<file path="src/rtl/countdown_timer_param.sv">
// ---------------------------------------------------------------------------
// countdown_timer_param
//
// Loadable down-counter/timer. A load sets the count and the reload register.
// Each decrement tick in RUN lowers the count by one. When the count steps
// from 1, the block raises a one-cycle expiry pulse. It then either reloads
// the last loaded value and keeps running, or drops to 0 and goes idle.
//
// Per-edge priority: load_i > stop_i > dec_i.
//
// Ports
//   clk_i         : clock, rising-edge active
//   rstn_i        : asynchronous active-low reset
//   load_i        : load load_value_i into count and reload register
//   load_value_i  : start/reload value (sampled only with load_i)
//   dec_i         : decrement tick (sampled only in RUN)
//   stop_i        : abort countdown, go IDLE holding current count
//   reload_en_i   : on expiry, 1 = reload and continue, 0 = stop at 0
//   value_o       : current count (registered)
//   busy_o        : high while in RUN (registered)
//   expired_o     : one-cycle expiry pulse (registered)
//   zero_o        : value_o == 0 (combinational)
// ---------------------------------------------------------------------------
module countdown_timer_param #(
  parameter int DATA_WIDTH = 32
) (
  input  logic                  clk_i,
  input  logic                  rstn_i,
  input  logic                  load_i,
  input  logic [DATA_WIDTH-1:0] load_value_i,
  input  logic                  dec_i,
  input  logic                  stop_i,
  input  logic                  reload_en_i,
  output logic [DATA_WIDTH-1:0] value_o,
  output logic                  busy_o,
  output logic                  expired_o,
  output logic                  zero_o
);

  typedef enum logic {
    IDLE = 1'b0,
    RUN  = 1'b1
  } state_t;

  localparam logic [DATA_WIDTH-1:0] ONE = DATA_WIDTH'(1);

  state_t                state_q,   state_d;
  logic [DATA_WIDTH-1:0] value_q,   value_d;
  logic [DATA_WIDTH-1:0] reload_q,  reload_d;
  logic                  expired_q, expired_d;

  // Next-state logic.
  always_comb begin
    // NOTE: every output of this block gets a default before any branch, so
    // no path leaves a signal unassigned and no latch is inferred.
    state_d   = state_q;
    value_d   = value_q;
    reload_d  = reload_q;
    expired_d = 1'b0;

    if (load_i) begin
      value_d  = load_value_i;
      reload_d = load_value_i;
      // A zero load parks the timer; RUN is only ever entered with a count >= 1.
      state_d  = (load_value_i != '0) ? RUN : IDLE;
    end else if (stop_i) begin
      state_d = IDLE;
    end else if (state_q == RUN && dec_i) begin
      if (value_q == ONE) begin
        expired_d = 1'b1;
        if (reload_en_i) begin
          // reload_q is nonzero here because RUN required a nonzero load.
          value_d = reload_q;
        end else begin
          value_d = '0;
          state_d = IDLE;
        end
      end else begin
        value_d = value_q - ONE;
      end
    end
  end

  // State registers.
  always_ff @(posedge clk_i or negedge rstn_i) begin
    // NOTE: sequential state uses non-blocking assignments so every flop
    // samples the pre-edge values regardless of statement order.
    if (!rstn_i) begin
      state_q   <= IDLE;
      value_q   <= '0;
      reload_q  <= '0;
      expired_q <= 1'b0;
    end else begin
      state_q   <= state_d;
      value_q   <= value_d;
      reload_q  <= reload_d;
      expired_q <= expired_d;
    end
  end

  assign value_o   = value_q;
  assign busy_o    = (state_q == RUN);
  assign expired_o = expired_q;
  assign zero_o    = (value_q == '0);

endmodule

</file>
<file path="config.mk">
export PLATFORM = sky130hd
export DESIGN_NAME = countdown_timer_param
export DESIGN_NICKNAME = d
export VERILOG_FILES = /design/src/rtl/countdown_timer_param.sv
export SDC_FILE = /design/constraint.sdc
export NUM_CORES = 1
export LEC_CHECK = 0
export CAP_MARGIN = 25
export CORE_ASPECT_RATIO = 1.1
export CORE_MARGIN = 8
export CORE_UTILIZATION = 30
export CTS_CLUSTER_SIZE = 30
export DETAILED_ROUTE_END_ITERATION = 8
export DONT_BUFFER_PORTS = 1
export GPL_TIMING_DRIVEN = 0
export PLACE_DENSITY_LB_ADDON = 0.15
export REMOVE_ABC_BUFFERS = 1
export SLEW_MARGIN = 20
export SYNTH_ARGS = -nofsm -noshare
export SYNTH_HDL_FRONTEND = slang
export SYNTH_SLANG_ARGS = --single-unit
</file>
<file path="constraint.sdc">
create_clock -name clk_i -period 3.41 [get_ports clk_i]
set_input_delay 0.682 -clock clk_i [delete_from_list [all_inputs] [get_ports clk_i]]
set_output_delay 0.682 -clock clk_i [all_outputs]
set_load 0.02 [all_outputs]
</file>
==> reports/qor.txt, run 1 <==
pwr dens: 508.3 nW/um^2
WL per Instance: 23.50 microns
CP Launch Type: flip-flop
Pleak: 1.603 nW
vias: 3301
Detailed Routing Iterations Pass 1: 4
Slowest-stage cell, CP: or4_1
share of layout cells above drive strength 1: 0.1510
Via-to-Cell Ratio: 5.884
Tot GR Track Use: 0.1647
Nets: 440
Worst Path Required: 2730 ps
Mapped Cells: 399
Num CTS Buffers: 9
drt drc: 0
hpwl dp: 9394 microns
run status: finished, final reports clean
row cnt: 43
final setup vio count: 0
Layout area overhead: 14.44%
largest net degree at the start of global routing: 70
asr flop ratio synth: 1.000
critical path data arrival time: 2550 ps
ANT nets after route: 0
RSZ-0062 raised after global routing: no
CTS tree: built
Primary FF master, synth: dfrtp_1
cts hold-fix bufs: 0
Iteration-0 DRC Markers: 280
Slew @ Worst Pin: 920.8 ps
maximum VDD drop: 0.2837 mV
clk_lat worst skew: 330 ps
setup TNS: 0 ps
WS Path Type: flip-flop to output pin
Yosys warnings: 0
die height: 133.2 microns
final hold vios: 0
CORE AREA: 12370 sq um
skew final: 6.009 ps
number of library cell types mapped by synthesis: 56
via count of the first global-routing pass: 3320
H-tree depth: 3
Seq/Total Area, Yosys: 0.4412
Yosys top cell by area: dfrtp_1
Place WS: 81.17 ps
Die ar.: 16310 sq um
Final Cycle Share: 0.9478
number of fill cells: 1296
min-delay worst type: input pin to asynchronous set/reset pin
CTS sink cnt: 66
crit path cell chain: or4_1, nor3_2, nand3_1, nor2_2
routability cong.: 0.7757
Root Driver: clkbuf_16
Die Span X: 122.5 microns
Synth Cell Area: 3744 sq um
syn avg cell area: 9.382 sq um
input/output buffers: 0
final wirelength: 13190 microns
initial antenna violation count: 0
CP peak stage delay: 690 ps
top-area cell type share of the netlist area: 0.4412
WHS: 40.50 ps
Worst Setup End Kind: output pin
Slew HR: 0.3810
max-cap violations: 0
Max FO, Critical Path: 8
top cells by area, synth: dfrtp_1 44%, mux2_2 5.4%, nand2_1 5.1%, o21ai_0 4.1%, nor4_1 2.7%
clock slew at the register clock pins of the worst setup and hold paths: 60 ps
CTS Buffer Depth: 2
Max Clk Rate: 309.4 MHz
grt ovf: 0
Tmin final: 3232 ps
first-pass GRT wire length: 20450 microns
number of synthesized flops with an enable pin: 0
Slew Limit Fails: 0
io pins: 73
initial cell density of the core: 0.3025
#FFs+latches synth: 66
n_diodes: 0
final worst slack: 177.9 ps
[path summary, 6_finish.rpt]
path / slack, ps / end / depth (start not counted) / start
setup / recovery: 180 / zero_o / 4 / value_o[24]
hold / removal: 40 / value_o[3] / 0 / rstn_i
setup reg to reg: 310 / value_o[5] / 7 / value_o[24]
hold reg to reg: 470 / reload_q[30] / 2 / reload_q[30]
max in group asynchronous: 3240 / reload_q[12] / 0 / rstn_i
min in group clk_i: 460 / reload_q[4] / 1 / load_i
[cell usage after synthesis, drive strengths merged, types with 8 or more instances]
| cell | number |
|---|---|
| o211ai | 8 |
| clkbuf | 12 |
| nand4 | 15 |
| dfrtp | 66 |
| nor3 | 19 |
| or3 | 12 |
| nand2 | 51 |
| nand3 | 14 |
| o21ai | 32 |
| nor2 | 16 |
| a22oi | 10 |
| inv | 15 |
| nor4 | 20 |
| mux2 | 18 |
[area by class of cell]
cell class,count,area [sq um],area share
clock buffers,14,274.0,0.06396
clock inverters,2,10.01,0.002336
inverters,15,56.30,0.01314
multi-input cells,299,1999,0.4667
flip-flops and latches,66,1652,0.3855
well taps,157,196.4,0.04585
repair buffers,8,96.34,0.02249
[layer usage]
layer / vias up / GRT usage / part of all wire
met3: 13 / 0.05586 / 0.084
met2: 100 / 0.2548 / 0.46
met4: 0 / 0.04475 / 0.013
met5: - / 0 / 0
met1: 1648 / 0.2132 / 0.44
li1: 1540 / - / -
[power by group]
part | switching, mW | leakage [nW] | internal [mW]
sequential | 0.184 | 0.772 | 0.865
clock | 0.345 | 0.143 | 0.550
combinational | 0.116 | 0.689 | 0.118
[metrics by stage]
step	instance area [sq um]	power [mW]	std cells	util
final	4284	2.177	561	0.3462
after global routing	4284	2.267	561	0.3462
after CTS	4225	2.186	557	0.3415
after detailed placement	3933	1.287	541	0.3178
after global placement	3859	1.273	537	0.3118
after floorplan	3662	1.191	380	-
[registers in the layout, indices dropped and copies added, names as in the netlist]
signal and flops:
busy_o 1, expired_o 1, value_o 32, reload_q 32
[cell families after synthesis]
kind of cell	share of synthesized area
buffers and inverters	0.03676
XOR/XNOR	0.002340
AO/OA/AOI/OAI	0.2059
AND/OR/NAND/NOR	0.2497
flip-flops	0.4412
multiplexers	0.05414
adder cells (fa/ha/maj)	0.01003
[critical path: cells and delay by family (launching register included)]
family,cells,cell delay [ps]
flops,1,520
simple gates,4,1690
[cell usage in the layout, fill, tap and decap left out, types with 10 or more instances in the layout]
master and instances:
dfrtp_1 66, nand2_1 51, o21ai_0 31, mux2_2 18, nor4_1 16, inv_1 15
nand4_1 15, nor3_1 15, nand3_1 14, nor2_1 14, or3_1 10, a22oi_1 10
[what timing repair did]
action	in CTS	in global routing
buffers inserted	0	4
setup endpoints to repair	1	5
gates cloned	0	0
pin swaps	0	1
gates resized for setup	1	3
endpoints found under the hold margin	0	0
No activity file was read; power rests on OpenSTA's default activity.
==> inputs of run 2 (changes only) <==
Settings changed: RECOVER_POWER set to 50, TNS_END_PERCENT set to 10.
==> reports/qor.txt, run 2 (same netlist as run 1, synthesis figures left out) <==
H-tree depth: 3 (unchanged)
clock slew at the register clock pins of the worst setup and hold paths: 60 ps (about the same)
skew final: 6.225 ps (was 6.009 ps)
CP Launch Type: flip-flop (unchanged)
vias: 3301 (unchanged)
share of layout cells above drive strength 1: 0.1485 (was 0.1510)
CTS tree: built (unchanged)
combinational power share: 0.107 (about the same)
switching share of power: 0.2951 (was 0.2960)
initial cell density of the core: 0.3025 (unchanged)
run status: finished, final reports clean (unchanged)
io pins: 73 (unchanged)
worst r2r path cells: 7 (unchanged)
clock power share: 0.411 (about the same)
final worst slack: 184.4 ps (was 177.9 ps)
Max FO, Critical Path: 8 (unchanged)
Internal: 1.532 mW (was 1.533 mW)
Net Sw Power: 641.7 uW (was 644.5 uW)
RSZ-0062 raised after global routing: yes (was no)
routability cong.: 0.7757 (unchanged)
CTS sink cnt: 66 (unchanged)
Sequential Power Share: 0.482 (about the same)
number of fill cells: 1295 (was 1296)
hpwl dp: 9394 microns (unchanged)
die height: 133.2 microns (unchanged)
Tot Pwr: 2.174 mW (was 2.177 mW)
grt ovf: 0 (unchanged)
Nets: 440 (unchanged)
n_diodes: 0 (unchanged)
Tot GR Track Use: 0.1647 (unchanged)
Num CTS Buffers: 9 (unchanged)
Via-to-Cell Ratio: 5.884 (unchanged)
Max Clk Rate: 310.0 MHz (was 309.4 MHz)
Slowest-stage cell, CP: or4_1 (unchanged)
WS Path Type: flip-flop to output pin (unchanged)
commonest non-fill, non-tap cells in the layout: 66 x dfrtp_1, 51 x nand2_1, 31 x o21ai_0, 18 x mux2_2 (was 66 x dfrtp_1, 51 x nand2_1, 31 x o21ai_0, 18 x mux2_2, 16 x nor4_1)
Finished Layout Cells: 561 (unchanged)
Slew @ Worst Pin: 939.9 ps (was 920.8 ps)
Tmin final: 3226 ps (was 3232 ps)
final setup vio count: 0 (unchanged)
Layout area overhead: 14.30% (was 14.44%)
Placed Instances: 541 (unchanged)
initial antenna violation count: 0 (unchanged)
Slew HR: 0.3682 (was 0.3810)
input/output buffers: 0 (unchanged)
first-pass GRT wire length: 20450 microns (unchanged)
CTS Buffer Depth: 2 (unchanged)
ANT nets after route: 0 (unchanged)
Iteration-0 DRC Markers: 279 (was 280)
CORE AREA: 12370 sq um (unchanged)
via count of the first global-routing pass: 3320 (unchanged)
Pleak: 1.602 nW (was 1.603 nW)
crit path cell chain: or4_1, nor3_2, nand3_1, nor2_2 (unchanged)
WL per Instance: 23.50 microns (unchanged)
critical path data arrival time: 2540 ps (was 2550 ps)
largest net degree at the start of global routing: 70 (unchanged)
clk_lat worst skew: 330 ps (about the same)
Die Span X: 122.5 microns (unchanged)
CP peak stage delay: 690 ps (about the same)
final wirelength: 13190 microns (unchanged)
row cnt: 43 (unchanged)
Place WS: 81.17 ps (unchanged)
Detailed Routing Iterations Pass 1: 4 (unchanged)
min-delay worst type: input pin to asynchronous set/reset pin (unchanged)
Die ar.: 16310 sq um (unchanged)
maximum VDD drop: 0.2837 mV (about the same)
Worst Setup End Kind: output pin (unchanged)
drt drc: 0 (unchanged)
Worst Path Required: 2730 ps (about the same)
Final Cycle Share: 0.9459 (was 0.9478)
Slew Limit Fails: 0 (unchanged)
final hold vios: 0 (unchanged)
max-cap violations: 0 (unchanged)
commonest non-fill, non-tap cell in the layout: dfrtp_1 (unchanged)
pwr dens: 508.1 nW/um^2 (was 508.3 nW/um^2)
Root Driver: clkbuf_16 (unchanged)
run 2: layout make-up:
cell class / count / area [sq um] / share of cell area
clock buffer: 14 / 274.0 / 0.06404
clock inverter: 2 / 10.01 / 0.002339
inverter: 15 / 56.30 / 0.01316
multi-input combinational: 299 / 1994 / 0.4661
sequential: 66 / 1652 / 0.3860
tap: 157 / 196.4 / 0.04591
timing repair buffer: 8 / 96.34 / 0.02251
run 2: power by group through the flow:
stage	logic [mW]	registers, mW	clock network [mW]
CTS	0.229	1.05	0.909
global route	0.261	1.07	0.937
finish	0.232	1.05	0.895
floorplan	0.177	1.01	0
detailed placement	0.227	1.06	0
global placement	0.216	1.06	0
run 2: metrics by stage:
step / utilization / hold slack, ps / TNS [ps] / area (sq um)
after detailed placement: 0.3178 / 389.6 / 0 / 3933
final: 0.3458 / 41.13 / 0 / 4279
after CTS: 0.3415 / 35.45 / 0 / 4225
after floorplan: - / 386.4 / 0 / 3662
after global routing: 0.3458 / 29.82 / -21.27 / 4279
after global placement: 0.3118 / 389.3 / -13180 / 3859
run 2: per-layer routing:
layer	global-route usage	routed length, microns	vias up
met5	0	0	-
met4	0.04475	153	0
met3	0.05586	1118	11
met2	0.2548	6120	92
met1	0.2132	5792	1657
li1	-	-	1541
run 2: path summary, 6_finish.rpt:
kind / to / slack (ps) / from
min reg2reg: reload_q[30] / 470 / reload_q[30]
min in group clk_i: reload_q[4] / 460 / load_i
min: value_o[3] / 40 / rstn_i
max reg2reg: value_o[5] / 230 / value_o[8]
max: zero_o / 180 / value_o[24]
max in group asynchronous: value_o[11] / 3240 / rstn_i
run 2: critical path: cells and delay by family (launching register included):
kind	cells	cell delay (ps)
simple gates	4	1690
flops	1	520
run 2: what timing repair did:
| action | in CTS | in global routing |
|---|---|---|
| gates cloned | 0 | 0 |
| setup endpoints to repair | 1 | 5 |
| hold buffers | 0 | 0 |
| buffers inserted | 0 | 4 |
| pin swaps | 0 | 1 |
| resized for setup | 1 | 2 |
==> inputs of run 3 (changes only) <==
Settings changed: SETUP_SLACK_MARGIN set to 0.02, SLEW_MARGIN 20 to not set.
==> reports/qor.txt, run 3 (same netlist as run 1, synthesis figures left out) <==
initial antenna violation count: 0 (unchanged)
Worst Setup End Kind: output pin (unchanged)
Tmin final: 3300 ps (was 3226 ps)
Design Area, Final: 4265 sq um (was 4279 sq um)
n_diodes: 0 (unchanged)
ANT nets after route: 0 (unchanged)
grt ovf: 0 (unchanged)
Worst Path Required: 2730 ps (about the same)
Slew HR: 0.3266 (was 0.3682)
Max FO, Critical Path: 8 (unchanged)
input/output buffers: 0 (unchanged)
RSZ-0062 raised after global routing: yes (unchanged)
WS Path Type: flip-flop to output pin (unchanged)
Die Span X: 122.5 microns (unchanged)
drt drc: 0 (unchanged)
clock slew at the register clock pins of the worst setup and hold paths: 60 ps (about the same)
Nets: 435 (was 440)
Place WS: -128.7 ps (was 81.17 ps)
Slew Limit Fails: 0 (unchanged)
Via-to-Cell Ratio: 6.056 (was 5.884)
CTS Buffer Depth: 2 (unchanged)
Layout area overhead: 13.94% (was 14.30%)
largest net degree at the start of global routing: 70 (unchanged)
pwr dens: 522.5 nW/um^2 (was 508.1 nW/um^2)
Root Driver: clkbuf_16 (unchanged)
via count of the first global-routing pass: 3328 (was 3320)
Cell Area, Placed: 3916 sq um (was 3933 sq um)
Die ar.: 16310 sq um (unchanged)
Tot Pwr: 2.229 mW (was 2.174 mW)
die height: 133.2 microns (unchanged)
vias: 3367 (was 3301)
Tot GR Track Use: 0.1643 (was 0.1647)
Iteration-0 DRC Markers: 322 (was 279)
routability cong.: 0.7757 (unchanged)
FF-to-FF End: value_o[28] (was value_o[5])
row cnt: 43 (unchanged)
WHS: 44.59 ps (was 41.13 ps)
reg2reg start: value_o[0] (was value_o[8])
Slew @ Worst Pin: 1009 ps (was 939.9 ps)
CP Launch Type: flip-flop (unchanged)
WL per Instance: 23.89 microns (was 23.50 microns)
Pleak: 1.580 nW (was 1.602 nW)
CTS sink cnt: 66 (unchanged)
io pins: 73 (unchanged)
maximum VDD drop: 0.2789 mV (was 0.2837 mV)
final wirelength: 13290 microns (was 13190 microns)
max-cap violations: 0 (unchanged)
H-tree depth: 3 (unchanged)
skew final: 6.317 ps (was 6.225 ps)
CORE AREA: 12370 sq um (unchanged)
Max Clk Rate: 303.0 MHz (was 310.0 MHz)
run status: finished, final reports clean (unchanged)
share of layout cells above drive strength 1: 0.1404 (was 0.1485)
# Post-CTS Setup Buffers: 0 (unchanged)
initial cell density of the core: 0.3025 (unchanged)
Detailed Routing Iterations Pass 1: 5 (was 4)
CTS tree: built (unchanged)
clk_lat worst skew: 330 ps (about the same)
Final Cycle Share: 0.9678 (was 0.9459)
hpwl dp: 9251 microns (was 9394 microns)
critical path data arrival time: 2620 ps (was 2540 ps)
worst r2r path cells: 8 (was 7)
Num CTS Buffers: 9 (unchanged)
final worst slack: 109.8 ps (was 184.4 ps)
final hold vios: 0 (unchanged)
R2R Setup Slk: 360 ps (was 230 ps)
number of fill cells: 1303 (was 1295)
min-delay worst type: input pin to asynchronous set/reset pin (unchanged)
first-pass GRT wire length: 20300 microns (was 20450 microns)
commonest non-fill, non-tap cells in the layout: 66 x dfrtp_1, 50 x nand2_1, 31 x o21ai_0, 18 x mux2_2, 16 x nor4_1 (was 66 x dfrtp_1, 51 x nand2_1, 31 x o21ai_0, 18 x mux2_2)
final setup vio count: 0 (unchanged)
commonest non-fill, non-tap cell in the layout: dfrtp_1 (unchanged)
[run 3: report_power, final]
group | total (mW) | internal, mW | leakage, nW | switching (mW)
sequential | 1.05 | 0.865 | 0.772 | 0.184
combinational | 0.229 | 0.113 | 0.661 | 0.116
clock | 0.950 | 0.606 | 0.147 | 0.344
total | 2.23 | 1.58 | 1.58 | 0.644
[run 3: per-stage QoR]
| stage | instances | TNS, ps | utilization |
|---|---|---|---|
| after floorplan | 380 | 0 | - |
| after global placement | 537 | -13180 | 0.3118 |
| after detailed placement | 539 | -195.5 | 0.3165 |
| after CTS | 555 | -25.29 | 0.3421 |
| after global routing | 556 | 0 | 0.3447 |
| final | 556 | 0 | 0.3447 |
[run 3: final cells by class]
type,instances,area (sq um),area share
inverters,15,56.30,0.01320
well taps,157,196.4,0.04605
repair buffers,3,53.80,0.01261
flip-flops and latches,66,1652,0.3872
multi-input cells,299,2008,0.4708
clock buffers,14,264.0,0.06189
clock inverters,2,35.03,0.008214
[run 3: how the worst max path moves through the flow]
stage	start	endpoint	slack, ps	cells past startpoint
CTS	value_o[8]	value_o[5]	-30	6
global route	value_o[24]	zero_o	20	4
finish	value_o[24]	zero_o	110	4
floorplan	value_o[18]	value_o[9]	660	5
global placement	load_i	value_o[6]	-1010	4
detailed placement	value_o[16]	value_o[5]	-130	6
[run 3: what timing repair did]
item,4_1_cts,5_1_grt
hold buffers,0,0
endpoints found under the hold margin,0,0
resized for setup,2,4
endpoints found under the setup margin,7,9
[run 3: per-layer routing]
layer	vias to the layer above	GRT usage	share of wire	wire, microns
met2	115	0.2533	0.46	6101
met3	18	0.05544	0.086	1140
met4	0	0.05220	0.016	210
met5	-	0	0	0
li1	1536	-	-	-
met1	1698	0.2107	0.44	5832
[run 3: worst max-delay path: stages, from the launching register on]
cell     delay (ps)
dfrtp_1         520
or4_1           680
nor3_2          470
nand3_1         260
nor2_2          350
